==> src/rtl/alu_accum_seq.sv <==
// WIDTH-bit accumulator ALU with a valid/ready operand handshake, a shift-add
// multiplier, wrap/saturate overflow handling and an OFF/READY/RUN/ERROR FSM.
module alu_accum_seq #(
    parameter int WIDTH = 8,
    parameter bit SAT   = 1'b0
) (
    input  logic             clk,
    input  logic             rst,
    input  logic             on,
    input  logic             in_valid,
    output logic             in_ready,
    input  logic [2:0]       op,
    input  logic             use_acc,
    input  logic [WIDTH-1:0] a,
    input  logic [WIDTH-1:0] b,
    output logic [WIDTH-1:0] result,
    output logic             out_valid,
    output logic             ovf,
    output logic             err,
    output logic [1:0]       state
);
    localparam logic [1:0] ST_OFF   = 2'b00;
    localparam logic [1:0] ST_READY = 2'b01;
    localparam logic [1:0] ST_RUN   = 2'b10;
    localparam logic [1:0] ST_ERROR = 2'b11;

    localparam logic [2:0] OP_AND = 3'd0;
    localparam logic [2:0] OP_OR  = 3'd1;
    localparam logic [2:0] OP_XOR = 3'd2;
    localparam logic [2:0] OP_NOT = 3'd3;
    localparam logic [2:0] OP_ADD = 3'd4;
    localparam logic [2:0] OP_SUB = 3'd5;
    localparam logic [2:0] OP_MUL = 3'd6;
    localparam logic [2:0] OP_CLR = 3'd7;

    localparam int                CW        = $clog2(WIDTH);
    localparam logic [CW-1:0]     LAST_STEP = CW'(WIDTH - 1);
    localparam logic [WIDTH-1:0]  ALL_ONES  = {WIDTH{1'b1}};
    localparam logic [WIDTH-1:0]  ALL_ZERO  = {WIDTH{1'b0}};

    logic [1:0]         state_r;
    logic [1:0]         state_nxt_s;
    logic [WIDTH-1:0]   acc_r;
    logic               out_valid_r;
    logic               ovf_r;
    logic               err_r;
    logic [2*WIDTH-1:0] mcand_r;
    logic [WIDTH-1:0]   mplier_r;
    logic [2*WIDTH-1:0] prod_r;
    logic [CW-1:0]      step_r;

    logic               accept_s;
    logic [WIDTH-1:0]   opa_s;
    logic [WIDTH:0]     sum_s;
    logic [WIDTH-1:0]   alu_res_s;
    logic               alu_ovf_s;
    logic [2*WIDTH-1:0] prod_next_s;
    logic               mul_final_s;
    logic               mul_ovf_s;
    logic [WIDTH-1:0]   mul_res_s;

    assign in_ready  = (state_r == ST_READY);
    assign accept_s  = in_valid && (state_r == ST_READY);
    assign opa_s     = use_acc ? acc_r : a;
    assign result    = acc_r;
    assign out_valid = out_valid_r;
    assign ovf       = ovf_r;
    assign err       = err_r;
    assign state     = state_r;

    // Single-cycle ALU result and overflow for the op being offered
    always_comb begin
        sum_s     = {1'b0, opa_s} + {1'b0, b};
        alu_res_s = ALL_ZERO;
        alu_ovf_s = 1'b0;
        case (op)
            OP_AND: alu_res_s = opa_s & b;
            OP_OR:  alu_res_s = opa_s | b;
            OP_XOR: alu_res_s = opa_s ^ b;
            OP_NOT: alu_res_s = ~opa_s;
            OP_ADD: begin
                alu_ovf_s = sum_s[WIDTH];
                alu_res_s = (SAT && sum_s[WIDTH]) ? ALL_ONES : sum_s[WIDTH-1:0];
            end
            OP_SUB: begin
                alu_ovf_s = (opa_s < b);
                alu_res_s = (SAT && (opa_s < b)) ? ALL_ZERO : (opa_s - b);
            end
            OP_MUL:  alu_res_s = ALL_ZERO;
            OP_CLR:  alu_res_s = ALL_ZERO;
            default: alu_res_s = ALL_ZERO;
        endcase
    end

    // Shift-add step; the final step's sum is the complete 2*WIDTH product
    always_comb begin
        prod_next_s = prod_r + (mplier_r[0] ? mcand_r : {(2*WIDTH){1'b0}});
        mul_final_s = (state_r == ST_RUN) && (step_r == LAST_STEP);
        mul_ovf_s   = |prod_next_s[2*WIDTH-1:WIDTH];
        mul_res_s   = (SAT && mul_ovf_s) ? ALL_ONES : prod_next_s[WIDTH-1:0];
    end

    // Next-state decode
    always_comb begin
        state_nxt_s = state_r;
        case (state_r)
            ST_OFF: begin
                if (on) state_nxt_s = ST_READY;
                else    state_nxt_s = ST_OFF;
            end
            ST_READY: begin
                if (accept_s && (op == OP_MUL))  state_nxt_s = ST_RUN;
                else if (accept_s && alu_ovf_s)  state_nxt_s = ST_ERROR;
                else if (!on)                    state_nxt_s = ST_OFF;
                else                             state_nxt_s = ST_READY;
            end
            ST_RUN: begin
                if (!mul_final_s)   state_nxt_s = ST_RUN;
                else if (mul_ovf_s) state_nxt_s = ST_ERROR;
                else if (on)        state_nxt_s = ST_READY;
                else                state_nxt_s = ST_OFF;
            end
            ST_ERROR: begin
                if (on) state_nxt_s = ST_READY;
                else    state_nxt_s = ST_OFF;
            end
            default: state_nxt_s = ST_OFF;
        endcase
    end

    // State register
    always_ff @(posedge clk or negedge rst) begin
        if (!rst) state_r <= ST_OFF;
        else      state_r <= state_nxt_s;
    end

    // Accumulator, result flags and multiplier datapath
    always_ff @(posedge clk or negedge rst) begin
        if (!rst) begin
            acc_r       <= ALL_ZERO;
            out_valid_r <= 1'b0;
            ovf_r       <= 1'b0;
            err_r       <= 1'b0;
            mcand_r     <= {(2*WIDTH){1'b0}};
            mplier_r    <= ALL_ZERO;
            prod_r      <= {(2*WIDTH){1'b0}};
            step_r      <= {CW{1'b0}};
        end else begin
            out_valid_r <= 1'b0;
            ovf_r       <= 1'b0;
            if (accept_s && (op == OP_MUL)) begin
                mcand_r  <= {ALL_ZERO, opa_s};
                mplier_r <= b;
                prod_r   <= {(2*WIDTH){1'b0}};
                step_r   <= {CW{1'b0}};
            end else if (accept_s) begin
                acc_r       <= alu_res_s;
                out_valid_r <= 1'b1;
                ovf_r       <= alu_ovf_s;
                if (op == OP_CLR)  err_r <= 1'b0;
                else if (alu_ovf_s) err_r <= 1'b1;
            end else if (state_r == ST_RUN) begin
                prod_r   <= prod_next_s;
                mcand_r  <= mcand_r << 1;
                mplier_r <= mplier_r >> 1;
                step_r   <= step_r + CW'(1);
                if (mul_final_s) begin
                    acc_r       <= mul_res_s;
                    out_valid_r <= 1'b1;
                    ovf_r       <= mul_ovf_s;
                    if (mul_ovf_s) err_r <= 1'b1;
                end
            end
        end
    end
endmodule

==> config.mk <==
export PLATFORM = sky130hd
export DESIGN_NAME = alu_accum_seq
export DESIGN_NICKNAME = d
export VERILOG_FILES = /design/src/rtl/alu_accum_seq.sv
export SDC_FILE = /design/constraint.sdc
export NUM_CORES = 1
export LEC_CHECK = 0
export ABC_AREA = 1
export BUFFER_PORTS_ARGS = -buffer_cell sky130_fd_sc_hd__clkbuf_2
export CORE_AREA = 5 5 74 126
export CTS_BUF_LIST = sky130_fd_sc_hd__clkbuf_8
export CTS_CLUSTER_DIAMETER = 50
export DETAILED_ROUTE_END_ITERATION = 6
export DIE_AREA = 0 0 79 131
export PLACE_DENSITY = 0.81
export SETUP_SLACK_MARGIN = 0.1
export SKIP_LAST_GASP = 1
export SYNTH_ARGS = -nofsm -noshare
export SYNTH_HDL_FRONTEND = slang
export SYNTH_SLANG_ARGS = --single-unit
==> constraint.sdc <==
create_clock -name clk -period 3.3 [get_ports clk]
set_clock_uncertainty 0.1 [all_clocks]
set_input_delay 0.33 -clock clk [delete_from_list [all_inputs] [get_ports clk]]
set_output_delay 0.33 -clock clk [all_outputs]
set_load 0.02 [all_outputs]
==> impl_metrics.tcl <==
set metrics [dict create \
    setup-tns-final_ns 0 \
    fmax_mhz 353 \
    power_switching_mw 1.68 \
    crit_path_end_kind "register" \
    seq_area_frac_synth_pct 29.6 \
    seqPwrFrac_pct 32.7 \
    nFillCells 754 \
    dp_hpwl_mm 11.7 \
    synthTopCellsByCount "197 x nand2_1, 122 x inv_1, 56 x dfrtp_1, 47 x o21ai_0, 43 x ha_1" \
    grtUsageTotal_pct 29.2 \
    crit_fanout 3 \
    setup_viol 0 \
    critPathBufInv 2 \
    drc_errors 0 \
    yosys_warnings 0 \
    firstDrtPassIters 5 \
    synth_nets 757 \
    drive_above_1_share_pct 12.3 \
    grt_pass1_vias 4747 \
    leakagePower_nw 2.96 \
    cts_resized 0 \
    synthTopCellsByArea "dfrtp_1 30%, nand2_1 16%, ha_1 11%, inv_1 9.7%, o21ai_0 5.0%" \
    die_h_um 131 \
    finalHoldViolations 0 \
    n_antenna_cell 0 \
    cts_sinks 56 \
    power_density_nw_per_um2 687 \
    layout_min_cycle_time_ns 2.83 \
    critical_path_arrival_ns 2.96 \
    synth_edf_count 0 \
    area_growth_pct 8.31 \
    clock_path_buffers 2 \
    initial_core_util_pct 57.6 \
    switching_share_pct 47.9 \
    r2r_cells 16 \
    netlist_instances 687 \
    cp_top_family "simple AND/OR/NAND/NOR gates" \
    synth_top_cell_by_area "dfrtp_1" \
    cp.required_ns 3.43 \
    place_ws_ns 0.247 \
    post_drt_wl_per_cell_um 17.6 \
    gp_congestion 1.11 \
    r2r_start "result[0]" \
    slew-limit-headroom_pct 26.1 \
    core_area_um2 8200 \
    path_cells "inv_1, nand2_1, o21a_1, inv_1, ha_1, fa_1, nor2_1, o21ai_0, nand2_1, a21oi_1, o21ai_0, nand3_1, nand2_1, nand2_1, nand2_1, nand2_1" \
    cts_buffers 5 \
    slowest_stage "fa_1" \
    drtIter0Drc 350 \
    cts-root-buf "clkbuf_8" \
    drv_cap 0 \
    cts_hold_buf 0 \
    status "finished clean" \
    async_reset_ff_share_pct 100 \
    insertion_delay_ns 0.33 \
    finalCritPeriodShare_pct 85.8 \
    clkTransAtPathRegs_ns 0.10 \
    slew_viol_final 0 \
    r2r_slack_ns 0.47 \
    cpMostUsedCell "nand2_1" \
    overflow 0 \
    clockPowerShare_pct 13.6 \
    min_path_type "in -> async" \
    rows 44 \
    power_mw 3.52 \
    synth_seq_cells 56 \
    rr_endpoint "result[6]" \
    cts_tree "yes" \
    port_buffers 37 \
    tightest_slew_ns 1.11 \
    rsz0062_at_grt "no" \
    totalWireLength_mm 14.3 \
    syn_area_per_cell_um2 6.88 \
    post_cts_buffers 0 \
    htreeDepth 2 \
    syn_area_um2 4730 \
    synth_top_area_share_pct 29.6 \
    synth_flop_cell "dfrtp_1" \
    dieWidth_um 79 \
    internal_power_mw 1.83 \
    hold_slack_ns 0.0874 \
    io_pins 38 \
    die_area_um2 10300 \
    setup_slack_ns 0.468 \
    crit_path_max_incr_delay_ns 0.43 \
    cp-start-kind "register" \
    antenna_found_initial 0 \
    grt_pass1_wl_mm 23.2 \
    layout.nets 793 \
    num_vias 4681 \
    fin_util_pct 62.4 \
    routed_via_density 5.74 \
    ir_worst_vdd_v 0.000297 \
    ant_nets 0 \
    combPwrFrac_pct 53.8 \
    ys_types 42 \
    critical_path_class "reg -> reg" \
    grt_start_max_net_pins 43 \
    yosysMostFrequentCell "nand2_1" \
]
registers in the layout (all words and copies together), names as in the netlist:
name,count
state,2
err,1
result,8
out_valid,1
ovf,1
prod_r,16
mcand_r,16
mplier_r,8
step_r,3
power groups by stage:
stage / logic, mW / clock network, mW / registers [mW]
6_report: 1.89 / 0.477 / 1.15
5_1_grt: 2.10 / 0.514 / 1.18
4_1_cts: 1.88 / 0.484 / 1.15
3_5_place_dp: 1.87 / 0 / 1.16
3_3_place_gp: 1.82 / 0 / 1.15
2_1_floorplan: 1.28 / 0 / 1.18
final cells by class:
cell class / instances / area [um2] / share of cell area (%)
multi-input combinational: 483 / 2750 / 53.7
tap: 92 / 115 / 2.25
inverter: 133 / 499 / 9.75
clock inverter: 3 / 47.5 / 0.928
sequential: 56 / 1400 / 27.4
clock buffer: 5 / 68.8 / 1.34
timing repair buffer: 44 / 238 / 4.64
kinds of logic after synthesis:
logic type	count (synthesis)	synth area share (%)
fa+ha+maj	46	12.6
xor+xnor	10	1.85
compound gates	132	16.1
buf+inv	148	12.2
flops	56	29.6
simple gates	295	27.6
layer usage:
layer  vias to the layer above  wire, um  global-route usage, %
met1                      2219      5050                   29.1
met2                       142      7980                   56.9
met4                         0       937                   18.4
li1                       2267         -                      -
met5                         -         0                      0
met3                        53       363                   2.40
cell usage in the layout (no fill, tap or decap), types with 2 or more instances in the layout:
cell type / count
and2_1: 3
a31oi_1: 4
a21oi_1: 24
nor3_2: 2
o21ai_0: 47
o221ai_1: 7
nand3_2: 5
o211ai_1: 3
nor2_4: 3
a21o_1: 3
o21ai_1: 19
nand3_1: 29
nand3b_1: 2
inv_1: 122
xor2_1: 5
clkinv_4: 2
fa_1: 3
clkbuf_8: 5
nand4_1: 8
clkbuf_2: 37
ha_1: 43
nand2_1: 197
dfrtp_1: 56
o22ai_1: 13
a22o_1: 3
inv_2: 11
buf_4: 7
nor2_1: 27
xnor2_1: 5
a22oi_1: 4
nand2_2: 6
nor2_2: 6
nor3_1: 3
stage by stage:
step           instances  instance area (um2)
6_report             816                 5120
5_1_grt              816                 5120
4_1_cts              816                 5120
3_5_place_dp         808                 5000
3_3_place_gp         808                 5000
2_1_floorplan        687                 4730
how the worst max path moves through the flow:
stage / from / cells after the start / to / slack (ns)
finish: result[0] / 16 / result[6] / 0.47
global placement: use_acc / 11 / result[2] / 0.33
detailed placement: use_acc / 11 / result[2] / 0.25
global route: result[0] / 15 / result[4] / 0.18
floorplan: use_acc / 11 / result[2] / 0.78
CTS: mplier_r[0] / 16 / err / 0.49
Power figures use the tool's default switching activity.
